[src/rtl/door_pkg.sv]
// Shared types, default timing constants and counter reload helper for the
// door motion sequencer.
package door_pkg;

  typedef enum logic [2:0] {
    S_CLOSED     = 3'd0,
    S_DEAD_OPEN  = 3'd1,
    S_OPENING    = 3'd2,
    S_OPEN_HOLD  = 3'd3,
    S_DEAD_CLOSE = 3'd4,
    S_CLOSING    = 3'd5,
    S_FAULT      = 3'd6
  } state_t;

  localparam int unsigned DEF_HOLD_CYCLES = 1000;
  localparam int unsigned DEF_DEAD_CYCLES = 4;
  localparam int unsigned DEF_TRAVEL_MAX  = 5000;
  localparam int unsigned DEF_DB_CYCLES   = 3;
  localparam int unsigned DEF_CNT_W       = 16;

  // Value the shared counter takes on entry to a state (or on a hold refresh).
  function automatic int unsigned cnt_reload(state_t s, int unsigned hold,
                                             int unsigned dead, int unsigned travel);
    case (s)
      S_DEAD_OPEN, S_DEAD_CLOSE: return dead;
      S_OPENING, S_CLOSING:      return travel;
      S_OPEN_HOLD:               return hold;
      default:                   return 32'd0;
    endcase
  endfunction

endpackage

[src/rtl/door_debounce.sv]
// Limit-switch conditioner: 2-FF synchronizer followed by a stability counter.
// The accepted level changes only after DB_CYCLES equal consecutive samples.
module door_debounce
  import door_pkg::*;
#(
  parameter int unsigned DB_CYCLES = DEF_DB_CYCLES
) (
  input  logic clk,
  input  logic rst_n,
  input  logic i_en,
  input  logic i_pin,
  output logic o_level
);

  localparam int unsigned CW = (DB_CYCLES > 1) ? $clog2(DB_CYCLES) : 1;

  logic [1:0]    r_sync;
  logic [CW-1:0] r_cnt;
  logic          r_level;

  // Synchronize the pin and accept a new level once it has been stable long enough.
  always_ff @(posedge clk or negedge rst_n) begin
    if (!rst_n) begin
      r_sync  <= '0;
      r_cnt   <= '0;
      r_level <= 1'b0;
    end else if (i_en) begin
      r_sync <= {r_sync[0], i_pin};
      if (r_sync[1] == r_level) begin
        r_cnt <= '0;
      end else if (r_cnt == CW'(DB_CYCLES - 1)) begin
        r_level <= r_sync[1];
        r_cnt   <= '0;
      end else begin
        r_cnt <= r_cnt + 1'b1;
      end
    end
  end

  assign o_level = r_level;

endmodule

[src/rtl/door_motion_sched.sv]
// Door motion sequencer: turns open/close requests into dead-time protected
// motor commands with auto-close, obstruction reversal and travel timeout.
module door_motion_sched
  import door_pkg::*;
#(
  parameter int unsigned HOLD_CYCLES = DEF_HOLD_CYCLES,
  parameter int unsigned DEAD_CYCLES = DEF_DEAD_CYCLES,
  parameter int unsigned TRAVEL_MAX  = DEF_TRAVEL_MAX,
  parameter int unsigned DB_CYCLES   = DEF_DB_CYCLES,
  parameter int unsigned CNT_W       = DEF_CNT_W
) (
  input  logic       clk,
  input  logic       rst_n,
  input  logic       ena,
  input  logic       req_sensor,
  input  logic       req_open_btn,
  input  logic       req_close_btn,
  input  logic       lim_open,
  input  logic       lim_closed,
  input  logic       obstruct,
  output logic       motor_open,
  output logic       motor_close,
  output logic [2:0] state_o,
  output logic       fault
);

  state_t           r_state, w_state_nxt;
  logic [CNT_W-1:0] r_cnt, w_cnt_nxt;
  logic             w_lim_open, w_lim_closed;
  logic             w_open_req, w_expired, w_reload;

  door_debounce #(.DB_CYCLES(DB_CYCLES)) u_db_open (
    .clk    (clk),
    .rst_n  (rst_n),
    .i_en   (ena),
    .i_pin  (lim_open),
    .o_level(w_lim_open)
  );

  door_debounce #(.DB_CYCLES(DB_CYCLES)) u_db_closed (
    .clk    (clk),
    .rst_n  (rst_n),
    .i_en   (ena),
    .i_pin  (lim_closed),
    .o_level(w_lim_closed)
  );

  assign w_open_req = req_sensor | req_open_btn;
  // Expiry is taken on the last counted cycle (count==1), so each timed phase
  // lasts exactly its loaded number of cycles.
  assign w_expired  = (r_cnt <= CNT_W'(1));

  // State and shared counter registers; everything holds while ena is low.
  always_ff @(posedge clk or negedge rst_n) begin
    if (!rst_n) begin
      r_state <= S_CLOSED;
      r_cnt   <= '0;
    end else if (ena) begin
      r_state <= w_state_nxt;
      r_cnt   <= w_cnt_nxt;
    end
  end

  // Next-state and counter update, limit conflict has top priority.
  always_comb begin
    w_state_nxt = r_state;
    w_reload    = 1'b0;
    w_cnt_nxt   = r_cnt;
    if (w_lim_open && w_lim_closed) begin
      w_state_nxt = S_FAULT;
    end else begin
      case (r_state)
        S_CLOSED:     if (w_open_req) w_state_nxt = S_DEAD_OPEN;
        S_DEAD_OPEN:  if (w_expired) w_state_nxt = S_OPENING;
        S_DEAD_CLOSE: begin
          if (obstruct || w_open_req) w_state_nxt = S_DEAD_OPEN;
          else if (w_expired)         w_state_nxt = S_CLOSING;
        end
        S_OPENING: begin
          if (w_lim_open)     w_state_nxt = S_OPEN_HOLD;
          else if (w_expired) w_state_nxt = S_FAULT;
        end
        S_OPEN_HOLD: begin
          if (obstruct || w_open_req)       w_reload    = 1'b1;
          else if (req_close_btn || w_expired) w_state_nxt = S_DEAD_CLOSE;
        end
        S_CLOSING: begin
          if (obstruct || w_open_req) w_state_nxt = S_DEAD_OPEN;
          else if (w_lim_closed)      w_state_nxt = S_CLOSED;
          else if (w_expired)         w_state_nxt = S_FAULT;
        end
        default:      w_state_nxt = S_FAULT;
      endcase
    end
    if ((w_state_nxt != r_state) || w_reload)
      w_cnt_nxt = CNT_W'(cnt_reload(w_state_nxt, HOLD_CYCLES, DEAD_CYCLES, TRAVEL_MAX));
    else if (r_cnt != '0)
      w_cnt_nxt = r_cnt - 1'b1;
    else
      w_cnt_nxt = '0;
  end

  // Outputs decoded from registered state only; ena gates the motor drive.
  always_comb begin
    motor_open  = ena && (r_state == S_OPENING);
    motor_close = ena && (r_state == S_CLOSING);
    state_o     = r_state;
    fault       = (r_state == S_FAULT);
  end

endmodule
[config.mk]
export PLATFORM = sky130hd
export DESIGN_NAME = door_motion_sched
export DESIGN_NICKNAME = d
export VERILOG_FILES = /design/src/rtl/door_pkg.sv /design/src/rtl/door_debounce.sv /design/src/rtl/door_motion_sched.sv
export SDC_FILE = /design/constraint.sdc
export NUM_CORES = 1
export LEC_CHECK = 0
export CORE_MARGIN = 3
export CORE_UTILIZATION = 53
export CTS_CLUSTER_DIAMETER = 100
export DETAILED_ROUTE_END_ITERATION = 8
export PLACE_DENSITY = 0.82
export SLEW_MARGIN = 20
export SYNTH_ARGS = -nofsm -noshare
export SYNTH_HDL_FRONTEND = slang
export SYNTH_SLANG_ARGS = --single-unit
export TNS_END_PERCENT = 100
[constraint.sdc]
create_clock -name clk -period 2.7 [get_ports clk]
set_input_delay 0.27 -clock clk [delete_from_list [all_inputs] [get_ports clk]]
set_output_delay 0.27 -clock clk [all_outputs]
set_load 0.05 [all_outputs]
### Word-level counts from Yosys, hierarchy flattened

Cells that the tools add are included.

* add/sub/neg operators: 3
* $mul: 0
* divide/modulo/power cells: 0
* magnitude comparators: 1
* eq/ne operators: 16
* shift operators: 0
* mux-type cells: 22
* bitwise gates (word level): 3
* reductions and logical operators: 12

Operators with widths (count)
* $pmux 13 s3: 1
* $mux 3: 11
* $mux 16: 2
* $pmux 3 s6: 1
* $le 16x1->1 const B: 1
* $reduce_bool 16->1: 1
* $sub 16x1->16 const B: 1
* $eq 3x3->1 const B: 5
* $eq 3x2->1 const B: 4
* $mux 2: 4
* $eq 3x1->1 const B: 2
* $reduce_and 3->1: 2
* $add 2x1->2 const B: 2
* $eq 2x2->1 const B: 2
* $reduce_or 2->1: 2
* $logic_and 1x1->1: 3
* $logic_not 3->1: 1
* $logic_or 1x1->1: 3
* $mux 1: 3
* $ne 3x3->1: 1
* $eq 1x1->1: 2
* $not 1->1: 2
* $or 1x1->1: 1

* bits in registers: 29
* latch bits: 0
* memory bits (writable): 0
* memory bits (read-only): 0
* memories: 0

### Depth between registers and ports, before layout

* depth after elaboration: 10
* gate-level depth with buffers: 12

### Hierarchy

From an unflattened synthesis, not the netlist that was laid out.

* cell total of the unflattened synthesis: 235
* area total of the unflattened synthesis: 2063.2 µm²

By module, submodules not included
* door_motion_sched: instances 1, cells each 203, area each 1640.3 µm²
* door_debounce: instances 2, cells each 16, area each 211.5 µm²

### Worst setup path after synthesis

OpenSTA, ideal clock, no wires.

* path type: register to register
* start point: reg r_cnt[0]
* end point: reg r_cnt[13]
* setup time: 95 ps
* arrival time: 2528 ps
* setup slack: 76 ps
* stages on the path, launching flop included: 12
* path buffers: 1
* path through: dfrtp_1 inv_1 ha_1 clkbuf_1 nor3_1 o21ai_0 nand3_1 and3b_1 or4_4 nor3_4 nand2_2 o31ai_1

* cells in the longest elaborated chain, start to end: 9
* elaborated cells on any way between the ends: 19
* those cells by class: add/sub (1); order compare (1); eq/ne (1); mux (13); reduce/logical (3)

RTL lines
* from (decl): line door_motion_sched.sv:28 `logic [CNT_W-1:0] r_cnt, w_cnt_nxt;`
* from (signal assigned): line door_motion_sched.sv:60 `r_cnt <= w_cnt_nxt;`
* $le 16x1->1: line door_motion_sched.sv:51 `assign w_expired = (r_cnt <= CNT_W'(1));`
* $mux 3 / $logic_or 1x1->1 (equally long branches): line door_motion_sched.sv:81, door_motion_sched.sv:90, door_motion_sched.sv:85
* $mux 3, on equally long branches: line door_motion_sched.sv:89, door_motion_sched.sv:85
* $mux 3, on equally long branches: line door_motion_sched.sv:88, door_motion_sched.sv:84
* $pmux 3 s6: line door_motion_sched.sv:72 `case (r_state)`
* $mux 3: line door_motion_sched.sv:69 `if (w_lim_open && w_lim_closed) begin`
* $ne 3x3->1: line door_motion_sched.sv:95 `if ((w_state_nxt != r_state) || w_reload)`
* $logic_or 1x1->1: line door_motion_sched.sv:95
* $mux 16 *: line door_motion_sched.sv:95

Every way passes the cells marked *; elsewhere a longest branch is shown, timed or not.
A chain may end at the register's enable or synchronous reset.

### Worst setup path in the final report

* start point: reg r_cnt[2]
* end point: reg r_cnt[11]

Same word-level chain as after synthesis.

==> flow_summary.ini <==
[outcome]
status = finished, violations left
failed_checks = negative setup slack

[synth]
synthFlopType = dfrtp_1
synth-edff-count = 0
yosysSeqAreaShare_pct = 36.6
syn_area_per_cell_sq_um = 8.81
yosysUniqueCellTypes = 59
synth_adder_area_share_pct = 1.89
synthSimpleGateAreaFrac_pct = 26.3
synthTopCellsByArea = dfrtp_1 (37%), nor2_1 (3.6%), mux2_2 (3.4%), a21oi_1 (3.0%), nand2_1 (3.0%)
synth_top_area_share_pct = 36.6
synth_cells = 225
synth_xor_area_share_pct = 1.32
synth_top_family_by_area = simple AND/OR/NAND/NOR gates
synth_fp_nets = 237
synth_compound_area_share_pct = 23.6
ys_warn_count = 0
ys_async_sr_fraction_pct = 100
synth_area_leader_cell = dfrtp_1
synth_seq_cells = 29
synthMuxAreaShare_pct = 4.92
netlist_area_sq_um = 1980

[worst_setup_path]
max_stage_delay_ns = 0.58
arrival_ns = 2.98
path_class = flop to flop
slowest_stage = or4_4
cp-end-kind = flop
path_buf_inv = 2
crit_chain = or4_4 > or3_4 > o31ai_4 > a22oi_2 > o211a_4 > nor3_4 > buf_6 > buf_12 > a31oi_2 > a31oi_1
worst_path_dominant_cell_family = simple AND/OR/NAND/NOR gates
cp.required_ns = 2.91
cp_max_fo = 6
start_kind = flop

[sta]
finalHoldViolations = 0
timing.final.ws_setup_ns = -0.0681
period_minus_slack_ns = 2.77
relSlewSlack_pct = 66.6
setup_violations = 11
fin_worst_skew_ns = 0.00816
worst_pin_slew_ns = 0.499
finalCritPeriodShare_pct = 103
drv_slew = 0
tns_ns = -0.319
fmax_ghz = 0.361
rsz0062_at_grt = true

[clocking]
clock_sinks = 29
cts_root_buf = clkbuf_8
h-tree-depth = 2
postCtsHoldBufs = 0
cts_made_buffers = 5
tritoncts = done
cts_buffer_depth = 2
cts.clk_slew.worst_paths_ns = 0.06
clock_latency_ns = 0.28

[floorplan]
start_util_pct = 57.2
boundaryPins = 15
die-area_sq_um = 4510
row_count = 21
die_h_um = 67.2
die_w_um = 67.2
core_area_sq_um = 3470

[place]
dp_hpwl_mm = 3.55
postPlaceCellArea_sq_um = 2480
io_buffers = 14
place_congestion = 0.894

[global_routing]
grt_max_degree = 31
antenna_found_initial = 0
grt_overflow = 0
grt_pass1_wl_mm = 8.34
track_usage_pct = 24.7
grt_pass1_vias = 1891

[worst_hold_path]
hp-class = input port to asynchronous set/reset pin

[route]
drt_first_pass_iters = 4
drtIter0Drc = 284
drc = 0
dr_total_vias = 2101
wl_per_cell_um = 16.7
routed_wl_mm = 5.56
drt-vias-per-instance = 6.31
ant_nets = 0

[layout]
syn_to_final_growth_pct = 38.4
final_nets = 298
fin_area_sq_um = 2740
diodes = 0
postLayoutCoreUtil_pct = 79.1
nFillCells = 214
final_common_cell = buf_4
layout_common_cells = buf_4 (49), dfrtp_1 (29), nor2_1 (18)
drive_above_1_share_pct = 31.7

[pwr]
power_density_nw_per_um2 = 1440
p_leak_nw = 1.21
ir_drop_mv = 0.772

[flow_run]
cap_violations = 0
==> registers in the layout (all words and copies together) (netlist names) <==
name and cells:
u_db_closed.r_sync 2, state_o 3, u_db_closed.o_level 1, u_db_open.o_level 1, u_db_open.r_cnt 2, u_db_open.r_sync 2
u_db_closed.r_cnt 2, r_cnt 16
==> worst paths after layout <==
path                       slack [ns]  depth (start not counted)              endpoint                  from
setup reg to reg                -0.07                         10             r_cnt[11]              r_cnt[2]
setup / recovery                -0.07                         10             r_cnt[11]              r_cnt[2]
hold / removal                   0.36                          2             r_cnt[10]                 rst_n
min in group clk                 0.50                          1  u_db_closed.r_cnt[1]  u_db_closed.r_cnt[1]
hold reg to reg                  0.50                          1  u_db_closed.r_cnt[1]  u_db_closed.r_cnt[1]
max in group asynchronous        2.06                          2    u_db_open.r_cnt[1]                 rst_n
==> stage by stage <==
| step | hold slack (ns) | cells | worst slack (ns) | power [W] |
|---|---|---|---|---|
| final | 0.362 | 333 | -0.0681 | 0.00396 |
| after global routing | 0.380 | 333 | -0.233 | 0.00419 |
| after CTS | 0.385 | 326 | -0.0270 | 0.00360 |
| after detailed placement | 0.490 | 316 | -0.150 | 0.00313 |
| after global placement | 0.485 | 316 | -0.0980 | 0.00307 |
| after floorplan | -0.0256 | 225 | 0.0765 | 0.00218 |
==> synth_stat cells, drive strengths merged, types with 3 or more instances <==
cell	number
a21bo	4
a21boi	5
a21oi	12
a221o	3
a31oi	7
and2	3
buf	7
clkbuf	6
dfrtp	29
ha	3
inv	12
mux2	6
mux2i	3
nand2	17
nand2b	5
nand3	10
nand3b	5
nor2	19
nor2b	4
nor3	9
nor4	5
o21ai	5
o221ai	3
o22ai	4
o31ai	3
or3	4
xor2	3
==> cell type report <==
class	count	area, sq um	share of cell area, %
timing repair buffer	67	582	21.2
inverter	12	45.0	1.64
clock buffer	8	80.1	2.92
tap	46	57.6	2.10
sequential	29	726	26.4
multi-input combinational	171	1250	45.7
==> metal layers <==
metal	share of wire [%]	track usage, %	up-vias
met5	0	0	-
met4	2.6	11.6	0
met3	8.0	6.66	20
met2	48	38.9	104
met1	42	31.4	1014
li1	-	-	963
==> repair_timing <==
action                                  CTS  global route
pin swaps                                 3             4
buffers inserted                          2             7
endpoints found under the setup margin    6            16
gates cloned                              0             0
gates resized for setup                   7            17
==> cells by family (layout without fill, tap and decap cells) <==
group / Yosys count / in the layout
buf+inv: 25 / 87
compound gates: 63 / 63
xor+xnor: 3 / 3
flops: 29 / 29
mux: 9 / 9
simple gates: 93 / 93
fa+ha+maj: 3 / 3
==> report_power, final <==
group / internal, W / switching (W) / total, W
Clock: 0.000183 / 0.000159 / 0.000342
Sequential: 0.000607 / 0.000195 / 0.000803
Combinational: 0.00139 / 0.00142 / 0.00281
Total: 0.00218 / 0.00178 / 0.00396
(Power assumes the default switching activity.)
